**config.mk**
```make
export PLATFORM = sky130hd
export DESIGN_NAME = tone_seq
export DESIGN_NICKNAME = d
export VERILOG_FILES = /design/src/rtl/tone_seq.sv
export SDC_FILE = /design/constraint.sdc
export NUM_CORES = 2
export LEC_CHECK = 0
export BUFFER_PORTS_ARGS = -buffer_cell sky130_fd_sc_hd__buf_2
export CORE_MARGIN = 3
export CORE_UTILIZATION = 55
export DETAILED_ROUTE_END_ITERATION = 8
export PLACE_DENSITY = 0.74
export SKIP_CTS_REPAIR_TIMING = 1
export SYNTH_ARGS = -nofsm -noshare
export SYNTH_HDL_FRONTEND = slang
export SYNTH_SLANG_ARGS = --single-unit
```
**constraint.sdc**
```tcl
create_clock -name clk -period 21.6 [get_ports clk]
set_clock_uncertainty 0.05 [all_clocks]
set_input_delay 2.16 -clock clk [delete_from_list [all_inputs] [get_ports clk]]
set_output_delay 2.16 -clock clk [all_outputs]
set_load 0.02 [all_outputs]
```
**src/rtl/tone_seq.sv**
```systemverilog
// tone_seq: multi-tune piezo sequencer with a runtime-writable note table and fixed-priority arbitration.
// Optional build macro TONE_SEQ_LOOP_EN adds the per-tune loop input for continuous replay.
module tone_seq #(
  parameter int          NUM_TUNES  = 3,
  parameter int          MAX_NOTES  = 8,
  parameter int          HP_W       = 16,
  parameter int          DUR_W      = 5,
  parameter int unsigned REPEAT_CYC = 150000000,
  parameter int          FAST_SIM   = 0
) (
  input  logic                         clk,
  input  logic                         rst,
  input  logic [NUM_TUNES-1:0]         req,
  input  logic                         cfg_we,
  input  logic [$clog2(NUM_TUNES)-1:0] cfg_tune,
  input  logic [$clog2(MAX_NOTES)-1:0] cfg_idx,
  input  logic [HP_W-1:0]              cfg_hp,
  input  logic [DUR_W-1:0]             cfg_dur,
  input  logic                         cfg_last,
`ifdef TONE_SEQ_LOOP_EN
  input  logic [NUM_TUNES-1:0]         loop,
`endif
  output logic                         piezo,
  output logic                         piezo_n,
  output logic                         busy,
  output logic [$clog2(NUM_TUNES)-1:0] cur_tune
);

  localparam int TW   = $clog2(NUM_TUNES);
  localparam int IW   = $clog2(MAX_NOTES);
  localparam int DCW  = (1 << DUR_W) + 1;
  localparam int STEP = (FAST_SIM != 0) ? 64 : 1;

  typedef enum logic [1:0] {S_IDLE, S_PLAY, S_LOAD} state_t;

  logic [HP_W-1:0]  r_tab_hp   [NUM_TUNES][MAX_NOTES];
  logic [DUR_W-1:0] r_tab_dur  [NUM_TUNES][MAX_NOTES];
  logic             r_tab_last [NUM_TUNES][MAX_NOTES];

  state_t           r_state, w_nx_state;
  logic [NUM_TUNES-1:0] r_req;
  logic [TW-1:0]    r_tune, w_nx_tune;
  logic [IW-1:0]    r_idx, w_nx_idx;
  logic [HP_W-1:0]  r_hp, w_nx_hp;
  logic [DUR_W-1:0] r_dur, w_nx_dur;
  logic             r_last, w_nx_last;
  logic [HP_W-1:0]  r_tcnt, w_nx_tcnt;
  logic [DCW-1:0]   r_dcnt, w_nx_dcnt;
  logic [31:0]      r_rep, w_nx_rep;
  logic             r_piezo, w_nx_piezo;
  logic             r_piezo_n, w_nx_piezo_n;

  logic             w_any;
  logic [TW-1:0]    w_win;
  logic             w_load, w_reload, w_end;
  logic [TW-1:0]    w_ld_tune;
  logic [IW-1:0]    w_ld_idx;
  logic [HP_W-1:0]  w_rd_hp;
  logic [DUR_W-1:0] w_rd_dur;
  logic             w_rd_last;
  logic [DCW-1:0]   w_dcnt_inc, w_dur_lim;

  // NOTE: the note table is built from flops and cleared by reset, so it needs
  // explicit reset loops; a RAM macro would not give the cleared-on-reset contents.
  always_ff @(posedge clk or posedge rst) begin
    if (rst) begin
      for (int t = 0; t < NUM_TUNES; t++) begin
        for (int n = 0; n < MAX_NOTES; n++) begin
          r_tab_hp[t][n]   <= '0;
          r_tab_dur[t][n]  <= '0;
          r_tab_last[t][n] <= 1'b0;
        end
      end
    end else if (cfg_we && (int'(cfg_tune) < NUM_TUNES) && (int'(cfg_idx) < MAX_NOTES)) begin
      r_tab_hp[cfg_tune][cfg_idx]   <= cfg_hp;
      r_tab_dur[cfg_tune][cfg_idx]  <= cfg_dur;
      r_tab_last[cfg_tune][cfg_idx] <= cfg_last;
    end
  end

  // Combinational read: a write on the same edge as a load still yields the old entry.
  assign w_rd_hp    = r_tab_hp[w_ld_tune][w_ld_idx];
  assign w_rd_dur   = r_tab_dur[w_ld_tune][w_ld_idx];
  assign w_rd_last  = r_tab_last[w_ld_tune][w_ld_idx];
  assign w_dcnt_inc = r_dcnt + DCW'(STEP);
  assign w_dur_lim  = DCW'(1) << r_dur;

  always_comb begin
    w_any = |r_req;
    w_win = '0;
    for (int i = NUM_TUNES - 1; i >= 0; i--) begin
      if (r_req[i]) w_win = TW'(i);
    end
  end

  // NOTE: every output of a combinational block gets a default first, so no
  // path through the case/if tree leaves a value unassigned and infers a latch.
  always_comb begin
    w_load    = 1'b0;
    w_reload  = 1'b0;
    w_end     = 1'b0;
    w_ld_tune = r_tune;
    w_ld_idx  = '0;
    case (r_state)
      S_IDLE: begin
        if (w_any && ((w_win == '0) || (r_rep == '0))) begin
          w_load    = 1'b1;
          w_reload  = 1'b1;
          w_ld_tune = w_win;
        end
      end
      S_LOAD: begin
        if (w_any && (w_win < r_tune)) begin
          w_load    = 1'b1;
          w_reload  = 1'b1;
          w_ld_tune = w_win;
        end else if (r_last || (r_idx == IW'(MAX_NOTES - 1))) begin
`ifdef TONE_SEQ_LOOP_EN
          if (loop[r_tune] && r_req[r_tune]) w_load = 1'b1;
          else                               w_end  = 1'b1;
`else
          w_end = 1'b1;
`endif
        end else begin
          w_load   = 1'b1;
          w_ld_idx = r_idx + IW'(1);
        end
      end
      default: ;
    endcase
  end

  always_comb begin
    w_nx_state   = r_state;
    w_nx_tune    = r_tune;
    w_nx_idx     = r_idx;
    w_nx_hp      = r_hp;
    w_nx_dur     = r_dur;
    w_nx_last    = r_last;
    w_nx_tcnt    = r_tcnt;
    w_nx_dcnt    = r_dcnt;
    w_nx_piezo   = r_piezo;
    w_nx_piezo_n = r_piezo_n;
    w_nx_rep     = (r_rep > 32'(STEP)) ? (r_rep - 32'(STEP)) : '0;
    if (w_reload) w_nx_rep = 32'(REPEAT_CYC);

    case (r_state)
      S_IDLE: begin
        w_nx_piezo   = 1'b0;
        w_nx_piezo_n = 1'b0;
      end
      S_PLAY: begin
        w_nx_dcnt = w_dcnt_inc;
        if (r_hp == '0) begin
          w_nx_tcnt = '0;
        end else if (r_tcnt == r_hp) begin
          w_nx_tcnt    = '0;
          w_nx_piezo   = ~r_piezo;
          w_nx_piezo_n = r_piezo;
        end else begin
          w_nx_tcnt = r_tcnt + HP_W'(1);
        end
        if (w_dcnt_inc >= w_dur_lim) w_nx_state = S_LOAD;
      end
      S_LOAD: begin
        if (w_end) begin
          w_nx_state   = S_IDLE;
          w_nx_tune    = '0;
          w_nx_idx     = '0;
          w_nx_piezo   = 1'b0;
          w_nx_piezo_n = 1'b0;
        end
      end
      default: w_nx_state = S_IDLE;
    endcase

    // Every note start begins low on piezo; piezo_n idles high unless the note is a rest.
    if (w_load) begin
      w_nx_state   = S_PLAY;
      w_nx_tune    = w_ld_tune;
      w_nx_idx     = w_ld_idx;
      w_nx_hp      = w_rd_hp;
      w_nx_dur     = w_rd_dur;
      w_nx_last    = w_rd_last;
      w_nx_tcnt    = '0;
      w_nx_dcnt    = '0;
      w_nx_piezo   = 1'b0;
      w_nx_piezo_n = (w_rd_hp != '0);
    end
  end

  // NOTE: sequential state uses non-blocking assignments so every register
  // samples the pre-edge values, independent of statement order.
  always_ff @(posedge clk or posedge rst) begin
    if (rst) begin
      r_state   <= S_IDLE;
      r_req     <= '0;
      r_tune    <= '0;
      r_idx     <= '0;
      r_hp      <= '0;
      r_dur     <= '0;
      r_last    <= 1'b0;
      r_tcnt    <= '0;
      r_dcnt    <= '0;
      r_rep     <= '0;
      r_piezo   <= 1'b0;
      r_piezo_n <= 1'b0;
    end else begin
      r_state   <= w_nx_state;
      r_req     <= req;
      r_tune    <= w_nx_tune;
      r_idx     <= w_nx_idx;
      r_hp      <= w_nx_hp;
      r_dur     <= w_nx_dur;
      r_last    <= w_nx_last;
      r_tcnt    <= w_nx_tcnt;
      r_dcnt    <= w_nx_dcnt;
      r_rep     <= w_nx_rep;
      r_piezo   <= w_nx_piezo;
      r_piezo_n <= w_nx_piezo_n;
    end
  end

  assign piezo    = r_piezo;
  assign piezo_n  = r_piezo_n;
  assign busy     = (r_state != S_IDLE);
  assign cur_tune = r_tune;

endmodule

```
# == Word-level counts from Yosys, hierarchy flattened ==
# Cells that the tools add are included.
# totals
reg_bits,643
latch_bits,0
ramBits,0
rom_bits,0
inputBits,33
output_inout_bits,5
wordCells,211
mem_count,0
# classes
n_addsub,4
mul,0
div_mod_pow,0
n_lt_le_gt_ge,10
n_eq_ne,9
shifts,1
mux,77
bitwise,5
n_reduce_logical,21
# op_table
op,n
$bwmux W384,1
$mux W128,3
$bmux W128 S2,1
$demux W128 S2,1
$bwmux W120,1
$mux W40,3
$mux W16,7
$bmux W40 S2,1
$demux W40 S2,1
$mux W33,2
$mux W32,2
$bmux W16 S3,1
$demux W16 S3,1
$add A33 B1 Y33 const B,1
$ge A33 B33 Y1,1
$shl A1 B5 Y33 const A,1
$gt A32 B1 Y1 const B,1
$logic_not A32 Y1,1
$sub A32 B1 Y32 const B,1
$bwmux W24,1
$mux W8,3
$mux W2,10
$mux W3,6
$mux W1,17
39 further kinds,59

# == Logic depth before layout (Yosys ltp) ==
# logic_depth
depth_word,17
mapped_depth,19

# == Worst setup path after synthesis ==
# No wires, ideal clock.
# synth_path
path_kind,reg2reg
startpoint,register r_dcnt[0]
endpoint,register r_state[0]
setup_ns,0.143
arrival_ns,3.914
t_required_ns,21.407
path_slack_ns,17.494
path_stages_with_launch,18
period_less_slack_ns,4.106
cell_sequence,dfrtp_1 ha_1 nand3_1 nor3_1 and3_1 and3_1 clkbuf_1 nand3_1 nor2_1 nand3_1 xnor2_1 ha_1 nand3_1 or4_1 o311ai_0 nor2_1 o21ai_0 o21ai_0
# synth_between
elab_chain_len,4
# synth_rtl
element,line,source
from (decl),48,"logic [DCW-1:0] r_dcnt, w_nx_dcnt;"
from (signal assigned),217,r_dcnt <= w_nx_dcnt;
$add A33 B1 Y33,85,assign w_dcnt_inc = r_dcnt + DCW'(STEP);
$ge A33 B33 Y1,163,if (w_dcnt_inc >= w_dur_lim) w_nx_state = S_LOAD;
$ne A3 B3 Y1 (no line),-,
$reduce_and A3 Y1 (no line),-,
to (signal assigned),209,r_state <= w_nx_state;
to (decl),40,"state_t r_state, w_nx_state;"
# No other way between the ends.
# A chain may end at the register's enable or synchronous reset.

# == Worst setup path in the final report ==
# layout_path
startpoint,register r_rep[1]
endpoint,register r_piezo_n (netlist: piezo_n)
# layout_between
elab_chain_len,14
elab_cells_between_ends,21
classes_between,eq/ne (3); mux (11); bitwise (1); reduce/logical (6)
# layout_rtl
element,line,source
from (decl),49,"logic [31:0] r_rep, w_nx_rep;"
from (signal assigned),218,r_rep <= w_nx_rep;
$logic_not A32 Y1 (*),106,if (w_any && ((w_win == '0) || (r_rep == '0))) begin
$logic_or A1 B1 Y1 (*),106,
$logic_and A1 B1 Y1 (*),106,
$mux W2,106,
$pmux W2 S2,104,case (r_state)
$not A2 Y3 (implied by the code),82,assign w_rd_hp = r_tab_hp[w_ld_tune][w_ld_idx];
$bmux W128 S2,82,
$mux W128 (implied by the code) (2 in a row),82,
$bmux W16 S3,82,
$mux W16 (implied by the code) (2 in a row),82,
$reduce_bool A16 Y1,188,w_nx_piezo_n = (w_rd_hp != '0);
$mux W1,178,if (w_load) begin
to (signal assigned),220,r_piezo_n <= w_nx_piezo_n;
to (decl),51,"logic r_piezo_n, w_nx_piezo_n;"
# Mark *: on every way between the ends. The rest lies on a longest branch, timed or not. The select of a mux whose other input is x is not followed.

==> results.yml <==
floorplan:
  core_area_sq_mm: 0.05704
  dieArea_sq_mm: 0.06125
  ios: 38
  std_cell_rows: 87
  start_util_pct: 56.23
  fp.dieH_microns: 247.5
  die_x_microns: 247.5
critical_path:
  cp-start-kind: "register"
  critical_path_class: "register to register"
  cp_max_fo: 65
  cp-end-kind: "register"
  crit_arrival_ns: 5.79
  worst_ep_required_time_ns: 22.09
detailed_routing:
  final_antenna_net_count: 0
  vias_per_cell: 6.384
  drt_wl_total_microns: 88300
  wl_per_cell_microns: 23.45
  vias: 24044
  drt_first_pass_iters: 6
  drtIter0Drc: 2497
  drc: 0
global_route:
  overflow: 0
  grt_pass1_wl_microns: 138500
  antenna_found_initial: 5
  grt_max_degree: 158
  grt_use_total_pct: 28.95
  grt_pass1_vias: 24514
sta:
  worst_pin_slew_ns: 1.353
  hold_violations: 0
  setup_slack_ns: 16.30
  setup_viol: 0
  fin_crit_ns: 5.301
  slew_violations: 0
  fmax_ghz: 0.1887
  slew_headroom_pct: 9.696
  fin_crit_sh_pct: 24.54
  fin_tns_setup_ns: 0
  hold_ws_ns: 0.4529
  rsz0062_at_grt: "false"
synthesis:
  synth_top_cell_by_area: "dfrtp_1"
  synth_commonest_cells: "dfrtp_1 (643), mux2_2 (535), nand2_1 (488), nor2_1 (184), nand3_1 (164)"
  synthCells: 3018
  synth_cell_types: 79
  synthArstFlopShare_pct: 100.0
  synth.net_count: 3090
  postSynthAreaPerCell_sq_um: 10.63
  synth.area.top_cells: "dfrtp_1 (50%), mux2_2 (19%), nand2_1 (5.7%), nand3_1 (2.6%), o21ai_0 (2.2%)"
  synth_top_area_share_pct: 50.17
  yosysSeqAreaShare_pct: 50.17
  synthesis.area_sq_mm: 0.03207
  ys.flop_type: "dfrtp_1"
  ys_warn_count: 0
  synth_edf_count: 0
  synth_seq_cells: 643
  synth.most_common_cell: "dfrtp_1"
finish:
  fillers: 4389
  seq_area_sq_mm: 0.01609
  final_cells: 3766
  nNetsFinal: 3026
  drive_above_1_share_pct: 26.18
  multi_input_area_sq_mm: 0.01506
  area_delta_synth_final_pct: 9.807
flow_run:
  cap_violations: 0
power:
  power_leakage_nw: 16.13
  power_density_mw_per_mm2: 113.5
  vdd_drop_max_mv: 0.06313
clock_network:
  cts_made_buffers: 70
  clockBufferDepth: 3
  clock_latency_ns: 0.62
  cts-root-buf: "clkbuf_16"
  cts_tree: "built"
  clock-sinks: 643
  clk_pin_slew_ns: 0.06
  cts_max_level: 3
status:
  status: "finished, final reports clean"
placement:
  dp_slack_ns: 16.49
  dpl.hpwl_microns: 53490
  gp_congestion: 0.9249
  io_buffers: 37
  numPlacedInstances: 3638
min_path:
  hold_class: "register to register"
==> final timing paths <==
check	from	end	slack, ns	depth (start not counted)
max reg2reg	r_rep[1]$_DFF_PP0_	piezo_n$_DFFE_PP0P_	16.30	14
min reg2reg	r_tab_dur[19]$_DFFE_PP0P_	r_tab_dur[19]$_DFFE_PP0P_	0.45	1
min in group asynchronous	rst	r_rep[10]$_DFF_PP0_	1.65	2
max	r_rep[1]$_DFF_PP0_	piezo_n$_DFFE_PP0P_	16.30	14
max in group asynchronous	rst	r_tab_dur[111]$_DFFE_PP0P_	17.32	4
min	r_tab_dur[19]$_DFFE_PP0P_	r_tab_dur[19]$_DFFE_PP0P_	0.45	1
==> critical path: stages (launching register included) <==
cell	delay, ns
dfrtp_1	0.42
inv_1	0.10
ha_1	0.30
nor4b_2	0.42
and4_1	0.37
nand4_2	0.18
a22o_4	0.38
nor2_8	0.52
buf_4	0.74
nand3_2	0.55
o221ai_1	0.37
a31oi_1	0.09
a22o_1	0.28
and4_1	0.19
a21oi_1	0.14
==> layout make-up <==
| cell class | count | share of cell area [%] |
|---|---|---|
| Clock buffer | 97 | 5.844 |
| Clock inverter | 27 | 1.055 |
| Multi-Input combinational cell | 2132 | 42.77 |
| Antenna cell | 4 | 0.02842 |
| Timing Repair Buffer | 90 | 1.727 |
| Tap cell | 756 | 2.686 |
| Inverter | 17 | 0.2025 |
| Sequential cell | 643 | 45.69 |
==> kinds of logic after synthesis <==
kind of cell | count (synthesis) | synth area share (%)
buffers and inverters | 243 | 3.094
multiplexers | 600 | 20.81
AO/OA/AOI/OAI | 397 | 7.986
AND/OR/NAND/NOR | 1018 | 14.29
XOR/XNOR | 78 | 2.130
flip-flops | 643 | 50.17
adder cells (fa/ha/maj) | 39 | 1.521
==> per-stage QoR <==
stage	cell area [sq um]	utilization [%]	power (mW)
after floorplan	32070	-	2.365
after global placement	32780	57.47	2.677
after detailed placement	32780	57.47	2.724
after CTS	35210	61.73	3.985
after global routing	35220	61.74	4.179
final	35220	61.74	3.997
==> placed cells by master (no fill, tap or decap), types with 11 or more instances in the layout <==
master,instances
o221ai_1,16
dfrtp_1,643
clkbuf_16,74
mux2_2,535
buf_4,51
nand2_1,486
mux2i_1,65
clkbuf_8,12
nand4_1,19
o31ai_1,13
o211ai_1,12
buf_2,37
and3_1,46
clkbuf_1,11
nor2_2,13
a31oi_1,36
a21oi_1,58
a21o_1,13
nand3_1,163
nor2_1,171
o22ai_1,15
xor2_1,44
a211oi_1,15
ha_1,39
inv_1,16
nor4_1,17
xnor2_1,34
and2_1,12
o21ai_0,142
nor3_1,23
clkinv_2,11
==> metal layers <==
metal | up-vias | share of wire (%) | GRT usage (%) | routed length, microns
met4 | 0 | 3.3 | 11.64 | 2920
met5 | - | 0 | 0 | 0
met1 | 12271 | 41 | 38.89 | 36490
met2 | 1055 | 47 | 46.49 | 41450
li1 | 10505 | - | - | -
met3 | 213 | 8.4 | 5.661 | 7441
==> power breakdown <==
group          leakage [nW]  switching, mW  internal, mW
clock                  1.20          0.492         0.764
sequential             8.26          0.165          1.43
combinational          6.67          0.719         0.426
==> registers in the layout, indices dropped and copies added, names as in the netlist <==
signal / flops
r_dur: 5
r_hp: 16
r_tab_dur: 120
r_state: 2
r_dcnt: 33
r_req: 3
piezo_n: 1
r_rep: 32
r_last: 1
r_idx: 3
piezo: 1
cur_tune: 2
r_tab_hp: 384
r_tcnt: 16
r_tab_last: 24
No activity file was read; power rests on OpenSTA's default activity.
